[src/rtl/seq_divider.sv]
// seq_divider: 4-bit sequential restoring divider with a 3-state FSM.
// The result appears 5 edges after a start is accepted. A zero divisor
// skips iteration and reports div_zero one edge after acceptance.
// Build option: define DIV_SIGNED_EN for two's-complement operands. The
// quotient truncates toward zero and the remainder takes the sign of the
// dividend. Without the option, operands are unsigned and overflow stays 0.
`timescale 1ns/1ps
module seq_divider (
  input  logic       clk,
  input  logic       rst_n,
  input  logic [3:0] a,
  input  logic [3:0] b,
  input  logic       start,
  output logic [3:0] q,
  output logic [3:0] r,
  output logic       busy,
  output logic       done,
  output logic       div_zero,
  output logic       overflow
);

  localparam int DATA_W = 4;
  localparam int CNT_W  = 2;

  typedef enum logic [1:0] {IDLE, CALC, DONE} state_t;

  // Control and result registers, cleared by reset
  state_t            state_q, state_d;
  logic [CNT_W-1:0]  cnt_q, cnt_d;
  logic              busy_q, busy_d;
  logic              zpend_q, zpend_d;
  logic [DATA_W-1:0] quo_q, quo_d;
  logic [DATA_W-1:0] rem_q, rem_d;
  logic              dz_q, dz_d;
  logic              ovf_q, ovf_d;

  // Working datapath registers, always reloaded on accept
  logic [DATA_W-1:0] alat_q, dsr_q, dvd_q, prem_q;
  logic              aneg_q, qneg_q, ovfp_q;

  logic              a_neg, b_neg, ovf_acc, accept;
  logic [DATA_W:0]   shift_w, diff_w;
  logic              qbit;
  logic [DATA_W-1:0] prem_nxt, dvd_nxt;

  // Two's-complement negate when neg is set. This is used for the operand
  // magnitudes and for the final sign fix.
  function automatic logic [DATA_W-1:0] cond_neg(input logic [DATA_W-1:0] x,
                                                 input logic neg);
    return neg ? (~x + DATA_W'(1)) : x;
  endfunction

`ifdef DIV_SIGNED_EN
  assign a_neg   = a[DATA_W-1];
  assign b_neg   = b[DATA_W-1];
  // The most negative dividend over -1 is the only quotient that does not fit
  assign ovf_acc = (a == 4'h8) && (b == 4'hF);
`else
  assign a_neg   = 1'b0;
  assign b_neg   = 1'b0;
  assign ovf_acc = 1'b0;
`endif

  // start is only honoured when nothing is in flight
  assign accept = start && !busy_q && (state_q != CALC);

  // One restoring step. The partial remainder is always below the divisor,
  // so a 5-bit difference keeps a correct sign bit.
  assign shift_w  = {prem_q, dvd_q[DATA_W-1]};
  assign diff_w   = shift_w - {1'b0, dsr_q};
  assign qbit     = ~diff_w[DATA_W];
  assign prem_nxt = qbit ? diff_w[DATA_W-1:0] : shift_w[DATA_W-1:0];
  assign dvd_nxt  = {dvd_q[DATA_W-2:0], qbit};

  // Next-state and result logic for the IDLE/CALC/DONE controller
  always_comb begin
    state_d = state_q;
    cnt_d   = cnt_q;
    busy_d  = busy_q;
    zpend_d = zpend_q;
    quo_d   = quo_q;
    rem_d   = rem_q;
    dz_d    = dz_q;
    ovf_d   = ovf_q;
    case (state_q)
      IDLE, DONE: begin
        state_d = IDLE;
        if (zpend_q) begin
          // A zero divisor was accepted last edge; report it now
          state_d = DONE;
          busy_d  = 1'b0;
          zpend_d = 1'b0;
          quo_d   = 4'hF;
          rem_d   = alat_q;
          dz_d    = 1'b1;
        end else if (accept) begin
          cnt_d  = '0;
          dz_d   = 1'b0;
          ovf_d  = 1'b0;
          busy_d = 1'b1;
          if (b == '0) begin
            zpend_d = 1'b1;
            state_d = IDLE;
          end else begin
            state_d = CALC;
          end
        end
      end
      CALC: begin
        cnt_d = cnt_q + CNT_W'(1);
        if (cnt_q == CNT_W'(3)) begin
          state_d = DONE;
          busy_d  = 1'b0;
          quo_d   = cond_neg(dvd_nxt, qneg_q);
          rem_d   = cond_neg(prem_nxt, aneg_q);
          ovf_d   = ovfp_q;
        end
      end
      default: state_d = IDLE;
    endcase
  end

  // Control and result registers with asynchronous reset
  always_ff @(posedge clk or negedge rst_n) begin
    if (!rst_n) begin
      state_q <= IDLE;
      cnt_q   <= '0;
      busy_q  <= 1'b0;
      zpend_q <= 1'b0;
      quo_q   <= '0;
      rem_q   <= '0;
      dz_q    <= 1'b0;
      ovf_q   <= 1'b0;
    end else begin
      state_q <= state_d;
      cnt_q   <= cnt_d;
      busy_q  <= busy_d;
      zpend_q <= zpend_d;
      quo_q   <= quo_d;
      rem_q   <= rem_d;
      dz_q    <= dz_d;
      ovf_q   <= ovf_d;
    end
  end

  // Operand latch on accept, then the shift/subtract iteration while in CALC
  always_ff @(posedge clk) begin
    if (accept) begin
      alat_q <= a;
      dsr_q  <= cond_neg(b, b_neg);
      dvd_q  <= cond_neg(a, a_neg);
      prem_q <= '0;
      aneg_q <= a_neg;
      qneg_q <= a_neg ^ b_neg;
      ovfp_q <= ovf_acc;
    end else if (state_q == CALC) begin
      prem_q <= prem_nxt;
      dvd_q  <= dvd_nxt;
    end
  end

  assign q        = quo_q;
  assign r        = rem_q;
  assign busy     = busy_q;
  assign done     = (state_q == DONE);
  assign div_zero = dz_q;
  assign overflow = ovf_q;

endmodule

[config.mk]
export PLATFORM = sky130hd
export DESIGN_NAME = seq_divider
export DESIGN_NICKNAME = d
export VERILOG_FILES = /design/src/rtl/seq_divider.sv
export SDC_FILE = /design/constraint.sdc
export NUM_CORES = 1
export LEC_CHECK = 0
export CORE_MARGIN = 2
export CORE_UTILIZATION = 43
export CTS_CLUSTER_SIZE = 25
export DETAILED_ROUTE_END_ITERATION = 7
export GPL_TIMING_DRIVEN = 0
export PLACE_DENSITY = 0.73
export SYNTH_ARGS = -nofsm -noshare
export SYNTH_HDL_FRONTEND = slang
export SYNTH_SLANG_ARGS = --single-unit
export TNS_END_PERCENT = 50
[constraint.sdc]
create_clock -name clk -period 2.36 [get_ports clk]
set_clock_uncertainty 0.05 [all_clocks]
set_input_delay 0.236 -clock clk [delete_from_list [all_inputs] [get_ports clk]]
set_output_delay 0.236 -clock clk [all_outputs]
set_load 0.03 [all_outputs]
# After elaboration in Yosys (flattened, before gate mapping)
# Cells that the tools add are included.
[classes]
add_sub_neg = 2
n_eq_ne = 9
muxes = 28
bitwise = 1
n_reduce_logical = 14
[ops]
columns = ["operator", "count"]
rows = [
  ["4-bit 2-to-1 mux", 7],
  ["4-bit one-hot mux with 2 select lines", 2],
  ["1-bit 2-to-1 mux", 11],
  ["3-bit AND reduction", 3],
  ["2-bit 2-to-1 mux", 4],
  ["2-bit != test, second input constant", 4],
  ["2-bit one-hot mux with 2 select lines", 2],
  ["2-bit nonzero test", 3],
  ["5-bit by 4-bit subtractor with 5-bit output", 1],
  ["2-bit == test, second input constant", 2],
  ["4-bit logical NOT", 1],
  ["1-bit one-hot mux with 2 select lines", 2],
  ["4-bit AND reduction", 1],
  ["3-bit != test, second input constant", 1],
  ["2-bit by 1-bit adder with 2-bit output, second input constant", 1],
  ["2-bit by 1-bit == test with 1-bit output, second input constant", 1],
  ["1-bit logical AND", 2],
  ["2-bit logical NOT", 1],
  ["2-bit by 1-bit != test with 1-bit output, second input constant", 1],
  ["2-bit AND reduction", 1],
  ["2-bit OR reduction", 1],
  ["1-bit logical NOT", 1],
  ["1-bit NOT", 1],
]
[word_totals]
register_bits = 32
out_inout_bits = 12

# Longest topological paths before layout
[depth]
ltp_word = 6
ltp_mapped = 9
ltp_nobuf = 9

# Worst setup path after synthesis
# Ideal clock, no wire load.
[synth_path]
path_type = "register -> register"
from = "register dvd_q[3]"
to = "register rem_q[0], in the netlist r[0]"
setup_time_ns = 0.073
arrival_time_ns = 1.844
required_ns = 2.237
slack_ns = 0.392
path_stages_with_launch = 9
cell_sequence = "edfxtp_1 > inv_1 > ha_1 > inv_1 > fa_1 > a31oi_2 > xnor2_2 > mux2_4 > a21oi_2"
[synth_via]
elab_chain_len = 4
[synth_lines]
columns = ["element", "line", "text"]
rows = [
  ["start, declared", "38", "logic [DATA_W-1:0] alat_q, dsr_q, dvd_q, prem_q;"],
  ["start signal, assigned", "151", "dvd_q <= cond_neg(a, a_neg);"],
  ["start signal, assigned", "158", "dvd_q <= dvd_nxt;"],
  ["5-bit by 4-bit subtractor with 5-bit output", "70", "assign diff_w = shift_w - {1'b0, dsr_q};"],
  ["4-bit 2-to-1 mux *", "72", "assign prem_nxt = qbit ? diff_w[DATA_W-1:0] : shift_w[DATA_W-1:0];"],
  ["4-bit 2-to-1 mux *", "111", "if (cnt_q == CNT_W'(3)) begin"],
  ["4-bit one-hot mux with 2 select lines *", "85", "case (state_q)"],
  ["end signal, assigned", "140", "rem_q <= rem_d;"],
  ["end, declared", "33", "logic [DATA_W-1:0] rem_q, rem_d;"],
]
# Mark *: on every way between the ends. The rest lies on a longest branch, timed or not. The select of a mux whose other input is x is not followed.
# A chain may end at the register's enable or synchronous reset.

# Final worst setup path
[layout_path]
from = "register state_q[0]"
to = "output done"
[layout_via]
elab_chain_len = 1
[layout_lines]
columns = ["element", "line", "text"]
rows = [
  ["start, declared", "28", "state_t state_q, state_d;"],
  ["start signal, assigned", "135", "state_q <= state_d;"],
  ["2-bit == test", "165", "assign done = (state_q == DONE);"],
  ["end, declared", "17", "output logic done,"],
]
# No other way between the ends.

==> results.py <==
metrics = {
    "route": {
        "highest_layer": "met4",
        "drt-pass1-iter-count": 4,
        "drtIter0Drc": 30,
        "wl_met2_um": 1560,
        "drt-total-wl_um": 3010,
        "drc_errors": 0,
        "antenna_left": 0,
        "avgViaCountPerCell": 5.11,
        "dr_wl_met3_um": 116,
        "vias": 1068,
        "met1Wirelength_um": 1270,
        "wl_per_cell_um": 14.4,
    },
    "logic_synthesis": {
        "ys_seq_elements": 31,
        "avgSynthCellArea_um2": 11.0,
        "synth.yosys.seq_area_share": 0.553,
        "yosys.area.top_type": "dfrtp_1",
        "synth_xor_xnor_area_share": 0.0170,
        "synth_top_family_by_area": "simple AND/OR/NAND/NOR gates",
        "yosys_warnings": 0,
        "synth_area_leaders": "dfrtp_1 (25%), edfxtp_1 (24%), dfxtp_1 (5.4%)",
        "synth_cell_types": 36,
        "synth_top_area_share": 0.254,
        "syn_inst": 134,
        "synth_area_um2": 1480,
        "syn_nets": 151,
        "synthMuxAreaShare": 0.0831,
        "synthSimpleGateAreaFrac": 0.144,
        "synth-compound-area-share": 0.111,
        "synthAdderAreaFrac": 0.0560,
    },
    "die": {
        "die_y_um": 62.6,
        "num_rows": 21,
        "io_pins": 23,
        "core-area_um2": 3310,
        "initial_core_util": 0.446,
        "die_w_um": 62.6,
        "dieArea_um2": 3920,
    },
    "finish": {
        "multi_input_area_um2": 611,
        "final_common_cell": "clkdlybuf4s50_1",
        "antenna_cells": 0,
        "ff_latch_area_um2": 816,
        "n_fill_cell": 297,
        "syn2layout_area_growth_pct": 23.7,
        "nNetsFinal": 179,
        "layout-drive-gt1-share": 0.135,
        "mostFrequentLayoutCells": "clkdlybuf4s50_1 (21), nor2_1 (15), dfrtp_1 (15)",
    },
    "worst_setup_path": {
        "cp-start-kind": "flip-flop",
        "cp.arrival_ps": 1860,
        "required_ps": 2070,
        "end_kind": "output port",
        "crit_type": "flip-flop to output port",
        "cp_max_fo": 10,
    },
    "timing": {
        "tns_ps": 0,
        "layout_setup_ws_ps": 219,
        "setup_viol": 0,
        "relSlewSlack": 0.543,
        "post-route-period-util": 0.907,
        "min_period_ps": 2140,
        "hold_ws_ps": 252,
        "hold_viol_final": 0,
        "tightest_slew_ps": 683,
        "rsz0062_at_grt": "false",
        "drv_slew": 0,
        "fmax_mhz": 467,
    },
    "clock_network": {
        "post_cts_resize_count": 0,
        "cts_max_level": 2,
        "cts.sinks": 31,
        "cts_tree": "built",
        "clk_latency_ps": 340,
        "cts_made_buffers": 5,
        "cts.clk_slew.worst_paths_ps": 100,
        "cts.path.max_buffers": 2,
        "cts_setup_buffers": 0,
        "hold_buffers": 0,
        "clockRootBuffer": "clkbuf_4",
    },
    "grt": {
        "antenna_found_initial": 0,
        "grt_pass1_wl_um": 5000,
        "grt_pass1_vias": 1096,
        "grt_use_total": 0.170,
        "grt_overflow": 0,
        "grt_max_degree": 16,
    },
    "placement": {
        "place_hpwl_um": 2230,
        "dpl_worst_slack_ps": 239,
        "place.gp.congestion": 0.849,
        "io_buffers": 21,
    },
    "run_status": {
        "status": "complete, no violations",
    },
    "pwr": {
        "pwr-share-seq": 0.366,
        "p_leak_uw": 0.000763,
        "switchingPower_uw": 1030,
        "powerDensity_nw_per_um2": 1400,
        "sw_frac_of_total": 0.403,
        "p_comb_frac": 0.480,
        "power.internal_uw": 1530,
        "worst_ir_drop_vdd_mv": 0.653,
        "clkPwrFrac": 0.154,
    },
    "job": {
        "drv_cap": 0,
    },
    "worst_hold_path": {
        "min_path_type": "input port to asynchronous set/reset pin",
    },
}
==> layout make-up <==
class	instances	share of cell area
buffer	4	0.0103
clock buffer	7	0.0418
clock inverter	1	0.00274
inverter	8	0.0165
multi-input combinational	91	0.335
sequential	31	0.447
tap	46	0.0316
timing repair buffer	21	0.115
==> power groups by stage <==
stage	Clock, uW	Combinational, uW	Sequential [uW]
6_report	395	1230	936
5_1_grt	427	1350	966
4_1_cts	400	1240	936
3_5_place_dp	0	1230	947
3_3_place_gp	0	1180	931
2_1_floorplan	0	731	1050
==> synthesized netlist by cell type <==
master / instances
ha_1: 5
or2_2: 2
o22ai_1: 2
mux2i_1: 4
a22oi_1: 1
nor2_1: 15
mux2_2: 6
o31ai_1: 1
dfxtp_1: 4
a21oi_1: 3
or4_1: 1
conb_1: 1
dfrtp_1: 15
o21ai_0: 9
inv_1: 8
clkbuf_1: 3
and2_1: 1
xor2_1: 1
mux2_4: 1
nand3_1: 2
nor3_1: 5
a31oi_1: 1
o21ai_2: 1
a21oi_2: 1
o2bb2ai_1: 1
buf_4: 1
fa_1: 1
nor2b_1: 4
a21o_1: 2
edfxtp_1: 12
o211ai_1: 1
xnor2_2: 1
nand2b_1: 4
nand2_1: 12
o221ai_1: 1
a31oi_2: 1
==> critical path, cell delays in order, from the launching register on <==
cell	delay (ps)
dfrtp_1	420
clkbuf_1	230
nor2b_1	180
clkdlybuf4s50_1	680
==> per-layer routing <==
layer	up-vias	global-route usage
met3	6	0.0541
met1	515	0.186
met5	-	0
met4	0	0.0806
li1	521	-
met2	26	0.298
==> flip-flops by register name, summed over array words and instances, names as in the netlist <==
register  count
q             4
zpend_q       1
div_zero      1
r             4
alat_q        4
busy          1
prem_q        4
dvd_q         4
dsr_q         4
cnt_q         2
state_q       2
==> final timing paths <==
check | startpoint | to | slack (ps) | cells past startpoint
hold reg to reg | prem_q[2] | prem_q[2] | 450 | 2
setup reg to reg | dvd_q[3] | r[0] | 230 | 8
min in group clk | b[3] | dsr_q[3] | 420 | 1
setup / recovery | state_q[0] | done | 220 | 3
hold / removal | rst_n | r[0] | 250 | 1
max in group asynchronous | rst_n | r[1] | 1570 | 1
==> stage by stage <==
stage	area, um2	power, uW	cells	utilization
floorplan	1480	1790	134	-
global placement	1740	2120	201	0.526
detailed placement	1740	2180	201	0.526
CTS	1820	2570	209	0.551
global route	1820	2740	209	0.551
finish	1820	2560	209	0.551
==> cell families after synthesis <==
kind of cell	count (synthesis)
and+or+nand+nor	46
other	1
muxes	11
adders and majority gates	6
DFF	31
xor gates and xnor gates	2
buffers and inverters	12
AOI/OAI and AO/OA	25
Power figures use the tool's default switching activity.
